### src/rtl/rx_receiver.sv
// rx_receiver: serial frame receiver.
// Frame on the line: start bit 0, 136 data bits MSB first, stop bit 1.
// The line carries one bit per clk cycle.
// The last 8 data bits are the transmitted CRC-8 (poly 0x07) of the
// 128 payload bits.
// The CRC checker is compiled in only when RX_CRC_CHECK_EN is defined.
// Without it, crc_ok reads 1 for every delivered frame.
//
// Ports:
//   clk       - bit clock, shared with the transmitter
//   rst_n     - asynchronous active-low reset
//   rx_line   - serial input; the line idles high
//   rx_packet - last received frame (136 bits); held until the next frame
//   rx_valid  - one-cycle pulse when rx_packet/crc_ok/frame_err update
//   crc_ok    - CRC result of the frame flagged by rx_valid
//   frame_err - stop bit of the last frame was sampled as 0
//   rx_busy   - high while a frame is being shifted in (DATA or STOP)
module rx_receiver (
    input  logic         clk,
    input  logic         rst_n,
    input  logic         rx_line,
    output logic [135:0] rx_packet,
    output logic         rx_valid,
    output logic         crc_ok,
    output logic         frame_err,
    output logic         rx_busy
);

    typedef enum logic [1:0] {IDLE, DATA, STOP} state_t;

    localparam int unsigned FRAME_W   = 136;
    localparam int unsigned PAYLOAD_W = 128;

    logic [1:0]         sync_q;
    logic               rx_s;
    logic               prev_q;
    state_t             state_q, state_d;
    logic [7:0]         cnt_q, cnt_d;
    logic [FRAME_W-1:0] shift_q, shift_d;
    logic [FRAME_W-1:0] pkt_q, pkt_d;
    logic               valid_q, valid_d;
    logic               crc_ok_q, crc_ok_d;
    logic               ferr_q, ferr_d;
`ifdef RX_CRC_CHECK_EN
    logic [7:0]         crc_q, crc_d, crc_next;
    logic               crc_fb;
`endif

    assign rx_s = sync_q[1];

`ifdef RX_CRC_CHECK_EN
    // Serial CRC-8, MSB first: feedback into the x^2+x+1 taps.
    assign crc_fb   = crc_q[7] ^ rx_s;
    assign crc_next = {crc_q[6:0], 1'b0} ^ ({8{crc_fb}} & 8'h07);
`endif

    always_comb begin
        state_d  = state_q;
        cnt_d    = cnt_q;
        shift_d  = shift_q;
        pkt_d    = pkt_q;
        valid_d  = 1'b0;
        crc_ok_d = crc_ok_q;
        ferr_d   = ferr_q;
`ifdef RX_CRC_CHECK_EN
        crc_d    = crc_q;
`endif
        case (state_q)
            IDLE: begin
                // Start needs a 1->0 transition.
                // A line left low after a bad stop bit must not start a frame.
                if (!rx_s && prev_q) begin
                    state_d = DATA;
                    cnt_d   = 8'd0;
`ifdef RX_CRC_CHECK_EN
                    crc_d   = 8'h00;
`endif
                end
            end
            DATA: begin
                shift_d = {shift_q[FRAME_W-2:0], rx_s};
                cnt_d   = cnt_q + 8'd1;
`ifdef RX_CRC_CHECK_EN
                // Only payload bits feed the CRC.
                // The trailing 8 bits are the CRC that was transmitted.
                if (cnt_q < 8'(PAYLOAD_W))
                    crc_d = crc_next;
`endif
                if (cnt_q == 8'(FRAME_W - 1))
                    state_d = STOP;
            end
            STOP: begin
                state_d = IDLE;
                valid_d = 1'b1;
                pkt_d   = shift_q;
                ferr_d  = ~rx_s;
`ifdef RX_CRC_CHECK_EN
                crc_ok_d = (crc_q == shift_q[7:0]);
`else
                crc_ok_d = 1'b1;
`endif
            end
            default: state_d = IDLE;
        endcase
    end

    always_ff @(posedge clk or negedge rst_n) begin
        if (!rst_n) begin
            sync_q   <= 2'b11;
            prev_q   <= 1'b1;
            state_q  <= IDLE;
            cnt_q    <= 8'd0;
            shift_q  <= '0;
            pkt_q    <= '0;
            valid_q  <= 1'b0;
            crc_ok_q <= 1'b0;
            ferr_q   <= 1'b0;
`ifdef RX_CRC_CHECK_EN
            crc_q    <= 8'h00;
`endif
        end else begin
            sync_q   <= {sync_q[0], rx_line};
            prev_q   <= rx_s;
            state_q  <= state_d;
            cnt_q    <= cnt_d;
            shift_q  <= shift_d;
            pkt_q    <= pkt_d;
            valid_q  <= valid_d;
            crc_ok_q <= crc_ok_d;
            ferr_q   <= ferr_d;
`ifdef RX_CRC_CHECK_EN
            crc_q    <= crc_d;
`endif
        end
    end

    assign rx_packet = pkt_q;
    assign rx_valid  = valid_q;
    assign crc_ok    = crc_ok_q;
    assign frame_err = ferr_q;
    assign rx_busy   = (state_q == DATA) || (state_q == STOP);

endmodule

### config.mk
export PLATFORM = sky130hd
export DESIGN_NAME = rx_receiver
export DESIGN_NICKNAME = d
export VERILOG_FILES = /design/src/rtl/rx_receiver.sv
export SDC_FILE = /design/constraint.sdc
export NUM_CORES = 1
export LEC_CHECK = 0
export ABC_CLOCK_PERIOD_IN_PS = 1700
export CAP_MARGIN = 20
export CELL_PAD_IN_SITES_DETAIL_PLACEMENT = 1
export CELL_PAD_IN_SITES_GLOBAL_PLACEMENT = 2
export CORE_ASPECT_RATIO = 1.1
export CORE_MARGIN = 3
export CORE_UTILIZATION = 25
export CTS_BUF_LIST = sky130_fd_sc_hd__clkbuf_4
export DETAILED_ROUTE_END_ITERATION = 8
export PLACE_DENSITY_LB_ADDON = 0.1
export RECOVER_POWER = 50
export SLEW_MARGIN = 20
export SYNTH_ARGS = -nofsm -noshare
export SYNTH_HDL_FRONTEND = slang
export SYNTH_SLANG_ARGS = --single-unit
### constraint.sdc
create_clock -name clk -period 1.7 [get_ports clk]
set_input_delay 0.51 -clock clk [delete_from_list [all_inputs] [get_ports clk]]
set_output_delay 0.51 -clock clk [all_outputs]
set_load 0.01 [all_outputs]
Word level (Yosys, flattened, before mapping)
Cells that the tools add are included.

storage, ports and cells
  flip-flop bits (word level) = 288
  input port bits = 3
  output and inout bits = 140
  word-level logic and storage cells = 29

cells by class
  add/subtract/negate cells = 1
  eq/ne operators = 5
  muxes and demuxes = 6
  bitwise gates (word level) = 1
  reductions and logical operators = 7

operator list
  kind                   count
  $pmux W8 S2            1
  $add A8 B1 Y8 const B  1
  $eq A8 B8 Y1 const B   1
  $mux W8                1
  $mux W2                2
  $ne A2 B2 Y1 const B   2
  $pmux W2 S2            1
  $reduce_and A2 Y1      2
  $eq A2 B1 Y1 const B   1
  $eq A2 B2 Y1 const B   1
  $logic_not A2 Y1       1
  $reduce_bool A2 Y1     1
  $logic_and A1 B1 Y1    1
  $logic_not A1 Y1       1
  $logic_or A1 B1 Y1     1
  $mux W1                1
  $not A1 Y1             1

Logic depth before layout (Yosys ltp)
  word-level depth = 4
  gate-level depth with buffers = 7
  depth with buffers taken out = 6

Least setup slack after synthesis
Ideal clock, no wire load.

  path type = register to register
  start = reg state_q[1]
  end = reg cnt_q[7]
  setup time = 69 ps
  data arrival time = 1516 ps
  path slack = 115 ps
  cell stages (with the launch flop) = 7
  path buffers = 0
  cell sequence = dfrtp_1 inv_1 ha_1 inv_2 mux2_4 or4_1 nand3_1

between the ends
  longest elaborated chain between the ends = 3
  elaborated cells on any way between the ends = 6

ends and longest elaborated chain
  element                                                              RTL line  RTL
  start: declaration                                                   37        state_t state_q, state_d;
  start signal: assignment                                             124       state_q <= state_d;
  $eq A2 B1 Y1 or $logic_not A2 Y1 (tied branches)                     68        case (state_q)
  $reduce_bool A2 Y1 (no source line) or $ne A2 B2 Y1 (tied branches)  --
  $reduce_and A2 Y1 (no source line)                                   --
  end signal: assignment                                               125       cnt_q <= cnt_d;
  end: declaration                                                     38        logic [7:0] cnt_q, cnt_d;

Parallel ways exist; a longest one is shown, timed or not.
A chain may end at the register's enable or synchronous reset.

Worst setup path after layout
  start = reg state_q[0]
  end = out rx_busy

between the ends
  longest elaborated chain between the ends = 2
  elaborated cells on any way between the ends = 3

ends and longest elaborated chain
  element                                       RTL line  RTL
  $eq A2 B1 Y1 or $eq A2 B2 Y1 (tied branches)  141       assign rx_busy = (state_q == DATA) || (state_q == STOP);
  $logic_or A1 B1 Y1 (*)                        141
  end: declaration                              26        output logic rx_busy

Every way passes the cells marked *; elsewhere a longest branch is shown, timed or not.

==> run summary <==
Fin nets - 969
H-Tree Depth - 3
Die area - 0.04569 mm^2
Area grow syn2layout - 43.18%
Vias - 6651
Clk root buf - clkbuf_4
Sequential area share after synthesis - 66.83%
WL final - 27820 um
Longest Clk Path Bufs - 3
Starting Density - 25.39%
CP required - 1.19 ns
Area of the multi-input gates - 0.003902 mm^2
First-pass GRT wire length - 39940 um
Routed len/inst - 17.52 um
Routed Antenna Nets - 0
Final Hold Vio Count - 0
Worst hold margin - 0.3275 ns
Final worst slack - -0.3532 ns
Num rows - 79
Die height - 223.9 um
Critical path class - reg -> out
Fin crit share - 120.8%
Syn Inst Count - 647
Slew headroom - 10.20%
Ys async rst share - 100.0%
CTS tree - yes
FF/Latch Area - 0.007211 mm^2
Post-Synthesis Cell Area - 0.01079 mm^2
Max Slew Vio Count - 0
Synth top area cells - dfrtp_1 66%, mux2_2 28%, buf_2 1.3%, dfstp_2 0.73%, ha_1 0.58%
# clock sinks - 288
Area leader, netlist - dfrtp_1
I/O pin cnt - 143
Startpoint Class - flop
Fmax - 487.0 MHz
Static Leak - 0.008122 uW
Violated checks - negative setup slack
Run status - finished, violations left
Initial antenna violation count - 1
VDD IR max - 0.4934 mV
Layout Utilization - 36.35%
Clk_skew - 0.05282 ns
Via/cell ratio - 4.188
Grt total ovfl - 0
YS warnings - 0
Latest clock arrival within the worst-skew pair - 0.75 ns
Worst slew pin tran - 1.347 ns
Distinct cells, synth - 26
Fillers - 4450
Buffers on Ports - 142
Core area - 0.04250 mm^2
Dpl hpwl - 15550 um
Cts bufs inserted - 83
PD cells - 1228 mW/mm^2
Hold Crit Class - in -> reg
Share of cells above drive strength 1 - 67.32%
RSZ-0062 raised after global routing - yes
Largest net degree at the start of global routing - 67
Synthesized flop and latch total - 288
Routability Congestion - 0.6852
Synth top area share - 66.09%
Worst Path Max Fanout - 2
Arrival @ worst endpoint - 1.54 ns
Mean Syn Cell Area - 16.68 um^2
Max-cap violation count - 0
Global-route usage over all layers - 10.98%
DRT Pass-1 Iters - 4
EDFF count, synth - 0
Initial DRC count - 140
Final min period - 2.053 ns
Post-Syn Nets - 655
# setup viols final - 361
Die width - 204.1 um
Worst-path clk slew - 0.06 ns
Post-synth top flop - dfrtp_1
CP Capture Type - output pin
# DRC - 0
Vias in the first global route - 7429
-- placed cells by master, fill, tap and decap left out, types with 10 or more instances in the layout --
cell type	count
nand2_1	10
clkbuf_16	12
buf_12	15
mux2_4	103
buf_4	69
mux2_2	171
clkinv_1	12
buf_6	69
dfrtp_1	285
buf_2	81
clkbuf_4	129
-- path summary, 6_finish.rpt --
check | startpoint | endpoint | slack [ns] | cells past startpoint
worst min-delay path | rx_line | sync_q[0] | 0.33 | 1
worst min register to register | sync_q[0] | sync_q[1] | 0.36 | 0
max in group asynchronous | rst_n | shift_q[50] | -0.28 | 4
worst max register to register | state_q[1] | cnt_q[4] | -0.28 | 9
worst max-delay path | state_q[0] | rx_busy | -0.35 | 3
min in group asynchronous | rst_n | rx_packet[130] | 0.60 | 2
-- power breakdown --
group          switching [uW]  internal (uW)
clock                    2930           3540
sequential                322           7270
combinational            2100           2800
total                    5350          13600
-- cell usage after synthesis, types with 3 or more instances --
library cell,instances
and3_1,3
ha_1,5
mux2_2,273
dfstp_2,3
nand2_1,11
inv_1,3
clkbuf_1,4
dfrtp_1,285
nand3_1,9
or4_1,3
buf_2,28
-- through the flow --
stage | cells | power, uW | TNS [ns] | worst slack (ns) | area, um^2
after floorplan | 647 | 9363 | 0 | 0.1149 | 10790
after global placement | 1363 | 10270 | -0.1466 | -0.1466 | 13260
after detailed placement | 1363 | 10350 | -0.3018 | -0.1526 | 13260
after CTS | 1548 | 17440 | -32.41 | -0.5034 | 14270
after global routing | 1588 | 20130 | -79.65 | -0.4859 | 15450
final | 1588 | 18970 | -36.58 | -0.3532 | 15450
-- metal layers --
metal	wire, um	global-route usage, %	share of wire (%)
met5	0	0	0
met3	2017	4.927	7.2
met1	11540	12.37	41
met4	624	5.395	2.2
met2	13640	17.73	49
-- kinds of logic after synthesis --
group / after synthesis / synth area share (%)
flip-flops: 288 / 66.83
multiplexers: 275 / 28.72
buffers and inverters: 36 / 1.577
AND/OR/NAND/NOR: 34 / 1.670
AO/OA/AOI/OAI: 9 / 0.6263
adder cells (fa/ha/maj): 5 / 0.5798
-- cell type report --
class                      instances  share of cell area [%]
multi-input combinational        323                   25.26
sequential                       288                   46.67
clock inverter                    15                  0.5426
inverter                           4                 0.09718
timing repair buffer             261                   16.59
tap                              567                   4.592
clock buffer                     128                   6.220
antenna                            2                 0.03239
-- sequential cells by signal, summed over array words and instances (netlist names) --
signal and count:
crc_ok 1, shift_q 136, cnt_q 8, rx_packet 136, state_q 2, sync_q 2, rx_valid 1, frame_err 1
prev_q 1
-- repair_timing --
| action | in CTS | in global routing |
|---|---|---|
| hold buffers | 1 | 0 |
| setup buffers | 41 | 23 |
| hold endpoints to repair | 286 | 0 |
| pin swaps | 4 | 6 |
| resized for setup | 637 | 157 |
| endpoints found under the setup margin | 185 | 293 |
| cloned | 0 | 17 |
-- worst max-delay path, stage by stage (launching register included) --
cell and delay (ns):
dfrtp_1 0.40, inv_2 0.08, ha_4 0.20, buf_6 0.12
Note: power is estimated with default switching activity, not from simulation.
